**config.mk**
```make
export PLATFORM = sky130hd
export DESIGN_NAME = fft_sample_loader
export DESIGN_NICKNAME = d
export VERILOG_FILES = /design/src/rtl/fft_sample_loader.sv
export SDC_FILE = /design/constraint.sdc
export NUM_CORES = 1
export LEC_CHECK = 0
export ABC_CLOCK_PERIOD_IN_PS = 4600
export CORE_UTILIZATION = 39
export DETAILED_ROUTE_END_ITERATION = 8
export GPL_TIMING_DRIVEN = 1
export HOLD_SLACK_MARGIN = 0.12
export PLACE_DENSITY_LB_ADDON = 0.2
export SLEW_MARGIN = 0
export SYNTH_ARGS = -nofsm -noshare
export SYNTH_HDL_FRONTEND = slang
export SYNTH_SLANG_ARGS = --single-unit
export TNS_END_PERCENT = 10
```
**constraint.sdc**
```tcl
create_clock -name clk -period 4.6 [get_ports clk]
set_clock_uncertainty 0.1 [all_clocks]
set_input_delay 0.92 -clock clk [delete_from_list [all_inputs] [get_ports clk]]
set_output_delay 0.92 -clock clk [all_outputs]
set_load 0.02 [all_outputs]
```
**src/rtl/fft_sample_loader.sv**
```systemverilog
`default_nettype none
// ============================================================================
// Module   : fft_sample_loader
// Brief    : Streams one frame of PCM samples into the FFT sample RAM as
//            {sample, 16'h0} words, in bit-reversed address order.
// Revision : 1.0
// ============================================================================
module fft_sample_loader #(
    parameter int ADDR_W      = 10,
    parameter int SAMPLE_W    = 16,
    parameter int BIT_REVERSE = 1
) (
    input  logic                clk,
    input  logic                reset,
    input  logic                start,
    input  logic                abort,
    output logic                busy,
    output logic                done,
    output logic [15:0]         frame_count,
    input  logic                s_valid,
    output logic                s_ready,
    input  logic [SAMPLE_W-1:0] s_data,
    output logic [ADDR_W-1:0]   ram_address,
    output logic                ram_chipselect,
    output logic                ram_write,
    output logic [3:0]          ram_byteenable,
    output logic [31:0]         ram_writedata,
    input  logic                ram_waitrequest
);

    localparam logic [1:0] S_IDLE  = 2'd0;
    localparam logic [1:0] S_FILL  = 2'd1;
    localparam logic [1:0] S_DRAIN = 2'd2;

    localparam logic [ADDR_W-1:0] C_LAST_IDX = '1;

    logic [1:0]        r_state;
    logic [ADDR_W-1:0] r_idx;
    logic              r_pend;
    logic              r_aborted;
    logic [ADDR_W-1:0] r_addr;
    logic [31:0]       r_data;
    logic              r_done;
    logic [15:0]       r_frame_count;

    logic [ADDR_W-1:0] w_map;
    logic [15:0]       w_sext;
    logic              w_accept;
    logic              w_wr_done;
    logic              w_ready;

    generate
        if (BIT_REVERSE != 0) begin : g_bitrev
            for (genvar b = 0; b < ADDR_W; b++) begin : g_bit
                assign w_map[b] = r_idx[ADDR_W-1-b];
            end
        end else begin : g_linear
            assign w_map = r_idx;
        end
    endgenerate

    generate
        if (SAMPLE_W < 16) begin : g_sext_pad
            assign w_sext = {{(16-SAMPLE_W){s_data[SAMPLE_W-1]}}, s_data};
        end else begin : g_sext_full
            assign w_sext = s_data[15:0];
        end
    endgenerate

    // The holding register can take a new sample whenever it is empty or
    // its current write retires in this very cycle.
    assign w_ready   = (r_state == S_FILL) & (~r_pend | ~ram_waitrequest);
    assign w_accept  = s_valid & w_ready;
    assign w_wr_done = r_pend & ~ram_waitrequest;

    always_ff @(posedge clk) begin
        if (reset) begin
            r_state       <= S_IDLE;
            r_idx         <= '0;
            r_pend        <= 1'b0;
            r_aborted     <= 1'b0;
            r_addr        <= '0;
            r_data        <= '0;
            r_done        <= 1'b0;
            r_frame_count <= '0;
        end else begin
            r_done <= 1'b0;

            if (w_accept) begin
                r_pend <= 1'b1;
                r_addr <= w_map;
                r_data <= {w_sext, 16'h0000};
            end else if (w_wr_done) begin
                r_pend <= 1'b0;
            end

            case (r_state)
                S_IDLE: begin
                    r_idx     <= '0;
                    r_aborted <= 1'b0;
                    if (start && !abort) begin
                        r_state <= S_FILL;
                    end
                end
                S_FILL: begin
                    if (w_accept) begin
                        r_idx <= r_idx + 1'b1;
                    end
                    if (abort) begin
                        r_aborted <= 1'b1;
                        r_state   <= S_DRAIN;
                    end else if (w_accept && (r_idx == C_LAST_IDX)) begin
                        r_state <= S_DRAIN;
                    end
                end
                S_DRAIN: begin
                    if (abort) begin
                        r_aborted <= 1'b1;
                    end
                    // An aborted frame still retires its stalled write, but is not counted.
                    if (!r_pend || w_wr_done) begin
                        r_state <= S_IDLE;
                        r_idx   <= '0;
                        if (!(r_aborted || abort)) begin
                            r_done        <= 1'b1;
                            r_frame_count <= r_frame_count + 16'd1;
                        end
                    end
                end
                default: begin
                    r_state <= S_IDLE;
                end
            endcase
        end
    end

    assign busy           = (r_state != S_IDLE);
    assign done           = r_done;
    assign frame_count    = r_frame_count;
    assign s_ready        = w_ready;
    assign ram_address    = r_addr;
    assign ram_write      = r_pend;
    assign ram_chipselect = r_pend;
    assign ram_byteenable = {4{r_pend}};
    assign ram_writedata  = r_data;

endmodule
`default_nettype wire

```
Yosys cells after proc, flatten, opt, wreduce, memory -nomap -nowiden
Index checks and enable logic that the tools add are counted.

storage, ports and cells
  register bits = 57
  bits of input ports = 22
  output and inout bits = 67
  word-level logic and storage cells = 57

cells by class
  $add $sub $neg = 2
  equal/unequal tests = 8
  mux-type cells = 13
  bitwise operators = 9
  reductions and logical operators = 17

operators with widths
  operator                                                                 count
  10-bit case mux with 3 select lines                                      1
  10-bit two-way mux                                                       2
  16-bit by 1-bit adder with 16-bit output, second input constant          1
  10-bit by 1-bit adder with 10-bit output, second input constant          1
  10-bit equality test, second input constant                              1
  3-bit AND reduction                                                      3
  2-bit two-way mux                                                        4
  2-bit inequality test, second input constant                             3
  2-bit case mux with 3 select lines                                       1
  2-bit nonzero test                                                       3
  1-bit inverter                                                           5
  1-bit two-way mux                                                        4
  1-bit bitwise AND                                                        3
  3-bit by 2-bit inequality test with 1-bit output, second input constant  1
  3-bit nonzero test                                                       1
  3-bit OR reduction                                                       1
  2-bit by 1-bit equality test with 1-bit output, second input constant    1
  2-bit equality test, second input constant                               1
  1-bit logical AND                                                        2
  1-bit zero test                                                          2
  2-bit zero test                                                          1
  1-bit logical OR                                                         2
  2-bit by 1-bit inequality test with 1-bit output, second input constant  1
  1-bit case mux with 2 select lines                                       1
  3 further kinds                                                          3

Depth between registers and ports, before layout
Gate-level depths: netlist of the first run.

  depth in word-level cells = 8
  depth in mapped cells = 7
  mapped depth without buffers = 7

Least setup slack after synthesis of the first run
OpenSTA, ideal clock, no wires.

  path type = input to output
  from = input port ram_waitrequest
  to = output port s_ready
  data arrival time = 1.279 ns
  required time = 3.580 ns
  path slack = 2.301 ns
  stages on the path = 1
  path buffers = 0
  cell sequence = a21oi_1

on the way
  word-level cells in the longest chain between the ends = 3

ends and longest elaborated chain
  item               RTL line  text
  from (decl)        28        input logic ram_waitrequest
  1-bit inverter     72        assign w_ready = (r_state == S_FILL) & (~r_pend | ~ram_waitrequest);
  1-bit OR           72
  1-bit bitwise AND  72
  to (decl)          21        output logic s_ready,

No other way between the ends.

Worst setup path in the final report of the first run
Ends and elaborated chain as after synthesis.

==> results of run 1 <==
[state kept, by name (all words and copies together) (netlist names)]
register        cells
ram_chipselect      1
r_aborted           1
done                1
frame_count        16
ram_writedata      16
r_state             2
r_idx              10
ram_address        10
[synthesized netlist by cell type (2+ instances only)]
library cell / count
nand2_1: 64
dfxtp_1: 57
a21oi_1: 42
buf_4: 21
nor2_1: 18
nand3_1: 8
clkbuf_1: 7
inv_1: 7
o21ai_0: 7
xnor2_1: 7
ha_1: 6
or3_1: 5
a31oi_1: 4
and3_1: 4
and4_1: 4
buf_2: 4
nand4_1: 4
xor2_1: 4
a211oi_1: 3
mux2i_1: 3
nor2b_1: 3
nor3_1: 3
a311oi_1: 2
and2_1: 2
nand2b_1: 2
o21ai_1: 2
[power by group through the flow]
stage / registers, mW / logic [mW] / clock network [mW]
after floorplan: 0.587 / 0.234 / 0
after global placement: 0.564 / 0.366 / 0
after detailed placement: 0.565 / 0.369 / 0
after CTS: 0.555 / 0.371 / 0.501
after global routing: 0.561 / 0.404 / 0.527
final: 0.554 / 0.367 / 0.482
[cells by family (layout without fill, tap and decap cells)]
| kind of cell | after synthesis | after routing | share of synthesized area, % |
|---|---|---|---|
| and+or+nand+nor | 124 | 124 | 22.7 |
| AOI/OAI and AO/OA | 67 | 67 | 15.5 |
| DFF | 57 | 57 | 44.3 |
| buffers and inverters | 41 | 96 | 9.52 |
| xor gates and xnor gates | 11 | 11 | 3.74 |
| adders and majority gates | 6 | 6 | 2.92 |
| muxes | 3 | 3 | 1.17 |
| other | 1 | 16 | 0.146 |
[metal layers]
metal	share of wire [%]	wire, um	vias up
met3	6.9	368	4
met1	51	2740	996
li1	-	-	1149
met5	0	0	-
met4	0.71	38	0
met2	41	2230	74
[cell type report]
| cell class | instances | area, um2 | share of cell area [%] |
|---|---|---|---|
| clock buffer | 14 | 173 | 5.02 |
| clock inverter | 2 | 35.0 | 1.02 |
| inverter | 7 | 26.3 | 0.764 |
| multi-input combinational | 227 | 1240 | 36.2 |
| sequential | 57 | 1140 | 33.2 |
| tap | 77 | 96.3 | 2.80 |
| timing repair buffer | 73 | 723 | 21.0 |
[stage by stage]
stage	setup slack [ns]	cell area (um2)	total power, mW	instances	util, %
6_report	1.27	3440	1.40	457	54.2
5_1_grt	1.21	3440	1.49	457	54.2
4_1_cts	1.27	3440	1.43	457	54.2
3_5_place_dp	1.28	3230	0.934	441	50.9
3_3_place_gp	1.29	3230	0.931	441	50.9
2_1_floorplan	2.30	2630	0.821	325	-
[worst paths after layout]
kind	startpoint	endpoint	slack, ns	cells past startpoint
worst max-delay path	ram_waitrequest	s_ready	1.27	3
worst min register to register	ram_writedata[24]	ram_writedata[24]	0.35	2
worst max register to register	r_state[1]	r_state[1]	2.21	6
worst min-delay path	ram_writedata[24]	ram_writedata[24]	0.35	2
[worst register-to-register path, cell delays in order, from the launching register on]
cell	delay [ns]
dfxtp_1	0.34
inv_1	0.09
ha_1	0.31
and3_1	0.87
a41o_1	0.32
a21oi_1	0.07
a211oi_1	0.19
==> summary.md, run 1 <==
| Metric | Value |
|---|---|
| Met2 usage | `25.4%` |
| Crit path cell chain | `clkdlybuf4s50_1, a21oi_1, clkdlybuf4s50_1` |
| Worst ir drop on vdd | `294 uV` |
| # rows | `29` |
| Die ar. | `6930 um2` |
| Largest net degree at the start of global routing | `59` |
| Worst Tran Pin Value | `1.03 ns` |
| Hold WC Path Type | `flip-flop to flip-flop` |
| Met1 Use GR | `21.1%` |
| Ratio of cells with drive above 1 in the final layout | `6.32%` |
| Vias in the first global route | `1967` |
| Postcts setup bufs | `0` |
| Routed wire per std cell | `11.8 um` |
| Root buffer cell | `clkbuf_8` |
| Die width | `83.3 um` |
| Worst hold slack | `0.350 ns` |
| Post-synth top flop | `dfxtp_1` |
| Most frequent CP cell | `clkdlybuf4s50_1` |
| Slew headroom | `31.2%` |
| Total gr overflow | `0` |
| FF+latch count, synth | `57` |
| Syn Std Cell Area | `2570 um2` |
| CTS Buf Count | `9` |
| Reg power frac | `39.5%` |
| Commonest non-fill, non-tap cell in the layout | `clkdlybuf4s50_1` |
| Int Pwr | `965 uW` |
| Post-Synthesis Cells | `310` |
| Total GRT Usage | `16.2%` |
| CTS tree | `yes` |
| Area grow syn2layout | `33.6%` |
| Max Clk Rate | `300 MHz` |
| CP bufs+invs | `2` |
| Final nets | `403` |
| Final setup violation count | `0` |
| Initial Util | `40.6%` |
| Clock slew at reported path FFs | `0.06 ns` |
| Setup TNS | `0 ns` |
| WP data required | `3.58 ns` |
| Most frequent cells in the layout | `clkdlybuf4s50_1, nand2_1, dfxtp_1` |
| Period utilization | `72.3%` |
| Startpoint types | `primary input` |
| Switch share | `31.2%` |
| GRT busiest layer | `met2` |
| Synth async-reset ratio | `0%` |
| Core Region | `6350 um2` |
| Mean Syn Cell Area | `8.31 um2` |
| Layout fillers | `610` |
| Max_cap viols | `0` |
| Worst path max stage delay | `0.62 ns` |
| CP max FO | `6` |
| Via density | `4.86` |
| DRC viols | `0` |
| Run status | `complete, no violations` |
| Leak Pwr | `1.21 nW` |
| RSZ-0062 raised after global routing | `false` |
| Most area-consuming cells after synthesis | `dfxtp_1, nand2_1, a21oi_1` |
| Total wire length | `5370 um` |
| Detailed Place HPWL | `3440 um` |
| Fin. Hold Viols | `0` |
| Final Max Slew Viols | `0` |
| Initial antenna violation count | `0` |
| Part of the power in the clock network | `34.4%` |
| CP max-delay cell | `clkdlybuf4s50_1` |
| PostCTS Resize Cnt | `0` |
| Worst EP arrival | `2.31 ns` |
| PortBufs | `72` |
| Die Span Y | `83.3 um` |
| Switch Pwr | `438 uW` |
| Seq/Total Area, Yosys | `44.3%` |
| First-pass GRT wire length | `9190 um` |
| CP Class | `primary input to output pin` |
| Hold buffers post-CTS | `0` |
| DR iter-0 viols | `92` |
| # diodes | `0` |
| GP Congestion | `0.794` |
| Combinational Power Share | `26.1%` |
| Synth area leader | `dfxtp_1` |
| Met3 GRT Util | `5.07%` |
| Htree depth | `3` |
| CP delay by family, top | `buffers and inverters` |
| Element type at the critical path end | `output pin` |
| CTS Sinks | `57` |
| Drt first pass iters | `4` |
| Yosys top cell area share | `44.3%` |
| Period minus WS final | `3.33 ns` |
| DR vias | `2223` |
| Post-route ant nets | `0` |
| Max clock buf depth | `2` |
| Power per cell area | `408 nW/um2` |
| Synth cell types | `43` |
| Clk Latency, worst-skew pair | `0.33 ns` |
| Number of synthesized flops with an enable pin | `0` |
| Warnings, synthesis | `0` |
| IO Pins | `89` |
Note: power is estimated with default switching activity, not from simulation.
==> inputs of run 2 (changes only) <==
--- a/config.mk
+++ b/config.mk
@@ -5,7 +5,7 @@
 export SDC_FILE = /design/constraint.sdc
 export NUM_CORES = 1
 export LEC_CHECK = 0
-export ABC_CLOCK_PERIOD_IN_PS = 4600
+export ABC_CLOCK_PERIOD_IN_PS = 3000
 export CORE_UTILIZATION = 39
 export DETAILED_ROUTE_END_ITERATION = 8
 export GPL_TIMING_DRIVEN = 1
==> constraint.sdc (replaced) <==
create_clock -name clk -period 3 [get_ports clk]
set_clock_uncertainty 0.1 [all_clocks]
set_input_delay 0.6 -clock clk [delete_from_list [all_inputs] [get_ports clk]]
set_output_delay 0.6 -clock clk [all_outputs]
set_load 0.02 [all_outputs]
==> run 2 against run 1 <==
  * Sequential share of layout area shrank 0.096 points
  * Clock power grew 46%
  * Global-route usage grew 0.22 points
  * Utilization grew 0.16 points
  * Largest cell class unchanged
  * Sequential power grew 53%
  * Power grew 51%
  * Via count grew 0.94%
  * Highest routed layer unchanged
  * Sequential cell count is the same
  * Final cell count grew 0.44%
  * Die area is the same
==> summary.md, run 2 (synthesis gave the netlist of run 1 again) <==
| Metric | Value |
|---|---|
| Run status | `complete, no violations` |
| Initial Util | `40.6% (unchanged)` |
| # rows | `29 (unchanged)` |
| Commonest non-fill, non-tap cell in the layout | `clkdlybuf4s50_1` |
| Die ar. | `6930 um2 (unchanged)` |
| Max clock buf depth | `2 (unchanged)` |
| WP data required | `2.30 ns (-1.28 ns)` |
| Initial antenna violation count | `0 (unchanged)` |
| First-pass GRT wire length | `9370 um (+2.0%)` |
| Postcts setup bufs | `0 (unchanged)` |
| PortBufs | `72 (unchanged)` |
| Final Max Slew Viols | `0 (unchanged)` |
| DR iter-0 viols | `105 (+14%)` |
| Clk Latency, worst-skew pair | `0.32 ns (about the same)` |
| CP delay by family, top | `buffers and inverters` |
| Total wire length | `5420 um (+0.93%)` |
| Root buffer cell | `clkbuf_8` |
| Area grow syn2layout | `34.0%` |
| DP Area | `3250 um2 (+0.70%)` |
| Ratio of cells with drive above 1 in the final layout | `7.07% (+0.75 points)` |
| Die width | `83.3 um (unchanged)` |
| Core Region | `6350 um2 (unchanged)` |
| Hold WC Path Type | `flip-flop to flip-flop` |
| Max Clk Rate | `369 MHz` |
| Crit path from | `r_state[1]` |
| Routed wire per std cell | `11.8 um (+0.49%)` |
| DR vias | `2244 (+0.94%)` |
| Worst hold slack | `0.352 ns (+0.00189 ns)` |
| Final instance area | `3450 um2 (+0.29%)` |
| Worst R2R Setup Slack | `0.98 ns (-1.23 ns)` |
| Die Span Y | `83.3 um (unchanged)` |
| R2r endpoint | `r_idx[8]` |
| Drt first pass iters | `4 (unchanged)` |
| Clock slew at reported path FFs | `0.06 ns (about the same)` |
| CTS Buf Count | `9 (unchanged)` |
| # diodes | `0 (unchanged)` |
| Via density | `4.89 (+0.50%)` |
| Placed insts | `444 (+0.68%)` |
| Post-Layout Cell Count | `459 (+0.44%)` |
| HP Start | `ram_writedata[24]` |
| CP bufs+invs | `3 (+1)` |
| WP depth | `5 (+2)` |
| Total GRT Usage | `16.4% (+0.22 points)` |
| Most frequent CP cell | `inv_1` |
| Worst EP arrival | `2.01 ns (-0.30 ns)` |
| CP max FO | `7 (+1)` |
| Vias in the first global route | `2070 (+5.2%)` |
| Hold path depth | `2 (unchanged)` |
| Post-route ant nets | `0 (unchanged)` |
| Layout fillers | `622 (+2.0%)` |
| Startpoint types | `flip-flop` |
| Multi-input gate area | `1240 um2 (unchanged)` |
| Period utilization | `90.4%` |
| GP Congestion | `0.825 (+4.0%)` |
| Largest net degree at the start of global routing | `32 (-46%)` |
| Hold buffers post-CTS | `0 (unchanged)` |
| CTS tree | `yes` |
| Leak Pwr | `1.22 nW (+0.86%)` |
| Power per cell area | `616 nW/um2 (+51%)` |
| CTS Sinks | `57 (unchanged)` |
| Worst Reg-to-Reg Cells | `6 (unchanged)` |
| Period minus WS final | `2.71 ns` |
| DRC viols | `0 (unchanged)` |
| CP max-delay cell | `clkdlybuf4s50_1` |
| Detailed Place HPWL | `3690 um (+7.3%)` |
| Final setup violation count | `0 (unchanged)` |
| Worst Tran Pin Value | `0.554 ns (-0.477 ns)` |
| Crit path cell chain | `inv_1, ha_1, inv_1, a21oi_1, clkdlybuf4s50_1` |
| Reg-to-reg startpoint | `r_state[0]` |
| Final nets | `406 (+0.74%)` |
| Worst ir drop on vdd | `454 uV (+55%)` |
| Worst path max stage delay | `0.62 ns (about the same)` |
| Most frequent cells in the layout | `clkdlybuf4s50_1, nand2_1, dfxtp_1` |
| IO Pins | `89 (unchanged)` |
| RSZ-0062 raised after global routing | `false` |
| PostCTS Resize Cnt | `0 (unchanged)` |
| Htree depth | `3 (unchanged)` |
| Setup TNS | `0 ns (unchanged)` |
| CP Capture Point | `s_ready` |
| Element type at the critical path end | `output pin` |
| Max_cap viols | `0 (unchanged)` |
| Slew headroom | `63.0% (+32 points)` |
| Fin. Hold Viols | `0 (unchanged)` |
| Seq. cell area | `1140 um2 (unchanged)` |
| CP Class | `flip-flop to output pin` |
| Total gr overflow | `0 (unchanged)` |
## run 2: layer usage
| metal | wire [um] | share of wire, % | vias up | track usage [%] |
|---|---|---|---|---|
| met3 | 338 | 6.2 | 7 | 3.88 |
| met1 | 2740 | 51 | 1009 | 22.3 |
| met2 | 2290 | 42 | 76 | 25.3 |
| met5 | 0 | 0 | - | 0 |
| met4 | 53 | 0.98 | 0 | 6.11 |
| li1 | - | - | 1152 | - |
## run 2: cell type report
cell class	count	share of cell area (%)
multi-input cells	227	36.1
flip-flops and latches	57	33.1
repair buffers	76	21.6
clock buffers	12	4.50
well taps	77	2.79
clock inverters	3	1.16
inverters	7	0.762
## run 2: report_power, final
group | leakage [nW] | internal, mW | switching (mW)
Sequential | 0.460 | 0.807 | 0.0422
Clock | 0.102 | 0.422 | 0.284
Combinational | 0.662 | 0.228 | 0.341
## run 2: worst min path at each step
stage / to
after floorplan: ram_address[0]
after global placement: ram_address[3]
after detailed placement: ram_writedata[28]
after CTS: ram_address[4]
after global routing: ram_address[6]
final: ram_writedata[24]
## run 2: metrics by stage
stage	util, %	setup WS (ns)	power (mW)
after detailed placement	51.3	0.471	1.44
after CTS	54.3	0.249	2.15
after floorplan	-	1.18	1.26
after global routing	54.3	0.133	2.26
final	54.3	0.287	2.12
after global placement	51.3	0.518	1.43
## run 2: tightest hold or removal path, cell delays in order, from the launching register on
cell     delay, ns
dfxtp_1       0.31
nand2_1       0.05
a21oi_1       0.05
==> inputs of run 3 (changes only) <==
--- a/config.mk
+++ b/config.mk
@@ -7,6 +7,7 @@
 export LEC_CHECK = 0
 export ABC_CLOCK_PERIOD_IN_PS = 3000
 export CORE_UTILIZATION = 39
+export CTS_BUF_LIST = sky130_fd_sc_hd__clkbuf_8
 export DETAILED_ROUTE_END_ITERATION = 8
 export GPL_TIMING_DRIVEN = 1
 export HOLD_SLACK_MARGIN = 0.12
@@ -15,4 +16,4 @@
 export SYNTH_ARGS = -nofsm -noshare
 export SYNTH_HDL_FRONTEND = slang
 export SYNTH_SLANG_ARGS = --single-unit
-export TNS_END_PERCENT = 10
+export TNS_END_PERCENT = 100
==> run 3 against run 2 <==
  * Power shrank 0.11%
  * Critical path depth is the same
  * Die area is the same
  * Fmax is essentially flat
  * Setup slack lost 0.0020 ns
  * Utilization is the same
  * Largest power group unchanged
==> summary.md, run 3 (synthesis gave the netlist of run 1 again) <==
| Metric | Value |
|---|---|
| DRC viols | `0 (unchanged)` |
| Detailed Place HPWL | `3690 um (unchanged)` |
| Ratio of cells with drive above 1 in the final layout | `7.07% (unchanged)` |
| Die ar. | `6930 um2 (unchanged)` |
| # rows | `29 (unchanged)` |
| CP Class | `flip-flop to output pin` |
| Max clock buf depth | `2 (unchanged)` |
| Period minus WS final | `2.72 ns (+0.00202 ns)` |
| Initial antenna violation count | `0 (unchanged)` |
| First-pass GRT wire length | `9370 um (unchanged)` |
| Max_cap viols | `0 (unchanged)` |
| Worst Tran Pin Value | `0.553 ns (-0.00136 ns)` |
| Largest net degree at the start of global routing | `32 (unchanged)` |
| Clk Latency, worst-skew pair | `0.32 ns (about the same)` |
| DR vias | `2251 (+0.31%)` |
| Final Max Slew Viols | `0 (unchanged)` |
| CTS Buf Count | `9 (unchanged)` |
| # diodes | `0 (unchanged)` |
| Worst R2R Setup Slack | `0.98 ns (about the same)` |
| PortBufs | `72 (unchanged)` |
| Total wire length | `5440 um (+0.41%)` |
| Most frequent cells in the layout | `clkdlybuf4s50_1, nand2_1, dfxtp_1` |
| Startpoint types | `flip-flop` |
| CTS Sinks | `57 (unchanged)` |
| Root buffer cell | `clkbuf_8` |
| RSZ-0062 raised after global routing | `false` |
| WP data required | `2.30 ns (about the same)` |
| Drt first pass iters | `4 (unchanged)` |
| GP Congestion | `0.825 (unchanged)` |
| DP Area | `3250 um2 (unchanged)` |
| CP max FO | `7 (unchanged)` |
| Core Region | `6350 um2 (unchanged)` |
| Commonest non-fill, non-tap cell in the layout | `clkdlybuf4s50_1` |
| Via density | `4.90 (+0.31%)` |
| Element type at the critical path end | `output pin` |
| Initial Util | `40.6% (unchanged)` |
| Slew headroom | `63.1% (+0.091 points)` |
| CTS tree | `yes` |
| Fin. Hold Viols | `0 (unchanged)` |
| Clock slew at reported path FFs | `0.06 ns (about the same)` |
| IO Pins | `89 (unchanged)` |
| Postcts setup bufs | `0 (unchanged)` |
| Worst ir drop on vdd | `455 uV (+0.11%)` |
| Setup TNS | `0 ns (unchanged)` |
| Die Span Y | `83.3 um (unchanged)` |
| Final nets | `406 (unchanged)` |
| Total GRT Usage | `16.4% (unchanged)` |
| Post-route ant nets | `0 (unchanged)` |
| DR iter-0 viols | `108 (+2.9%)` |
| Power per cell area | `615 nW/um2 (-0.11%)` |
| Area grow syn2layout | `34.0% (unchanged)` |
| Run status | `complete, no violations` |
| Tot Pwr | `2.12 mW (-0.11%)` |
| Final setup violation count | `0 (unchanged)` |
| Vias in the first global route | `2070 (unchanged)` |
| Hold WC Path Type | `flip-flop to flip-flop` |
| PostCTS Resize Cnt | `0 (unchanged)` |
| Leak Pwr | `1.23 nW (+0.34%)` |
| Final instance area | `3450 um2 (unchanged)` |
| Routed wire per std cell | `11.9 um (+0.41%)` |
| Max Clk Rate | `368 MHz (about the same)` |
| Htree depth | `3 (unchanged)` |
| Period utilization | `90.5% (about the same)` |
| Hold buffers post-CTS | `0 (unchanged)` |
| Worst hold slack | `0.352 ns (unchanged)` |
| Die width | `83.3 um (unchanged)` |
| Total gr overflow | `0 (unchanged)` |
| Worst EP arrival | `2.02 ns (about the same)` |
==> run 3: final timing paths <==
path | start | to | depth (start not counted)
min reg2reg | ram_writedata[24] | ram_writedata[24] | 2
max | r_state[1] | s_ready | 5
max reg2reg | r_state[0] | r_idx[8] | 6
min | ram_writedata[24] | ram_writedata[24] | 2
==> run 3: per-stage QoR <==
stage	std cells	setup slack, ns	utilization (%)
4_1_cts	459	0.249	54.3
5_1_grt	459	0.133	54.3
2_1_floorplan	325	1.18	-
3_3_place_gp	444	0.518	51.3
3_5_place_dp	444	0.471	51.3
6_report	459	0.285	54.3
==> run 3: final cells by class <==
cell class                 count  area, um2
tap                           77       96.3
fill                         622       2900
sequential                    57       1140
inverter                       7       26.3
clock inverter                 4       43.8
timing repair buffer          76        746
multi-input combinational    227       1240
clock buffer                  11        151
==> run 3: worst max-delay path: stages, from the launching register on <==
cell             delay [ns]
dfxtp_1                0.33
inv_1                  0.09
ha_1                   0.32
inv_1                  0.19
a21oi_1                0.16
clkdlybuf4s50_1        0.62
==> run 3: per-layer routing <==
metal	up-vias	track usage, %	routed length [um]
met5	-	0	0
met3	7	3.88	339
met4	0	6.11	53
li1	1154	-	-
met2	78	25.3	2310
met1	1012	22.3	2740
==> run 3: where the power goes <==
part | switching [mW] | internal [mW]
Sequential | 0.0425 | 0.807
Clock | 0.284 | 0.418
Combinational | 0.341 | 0.228
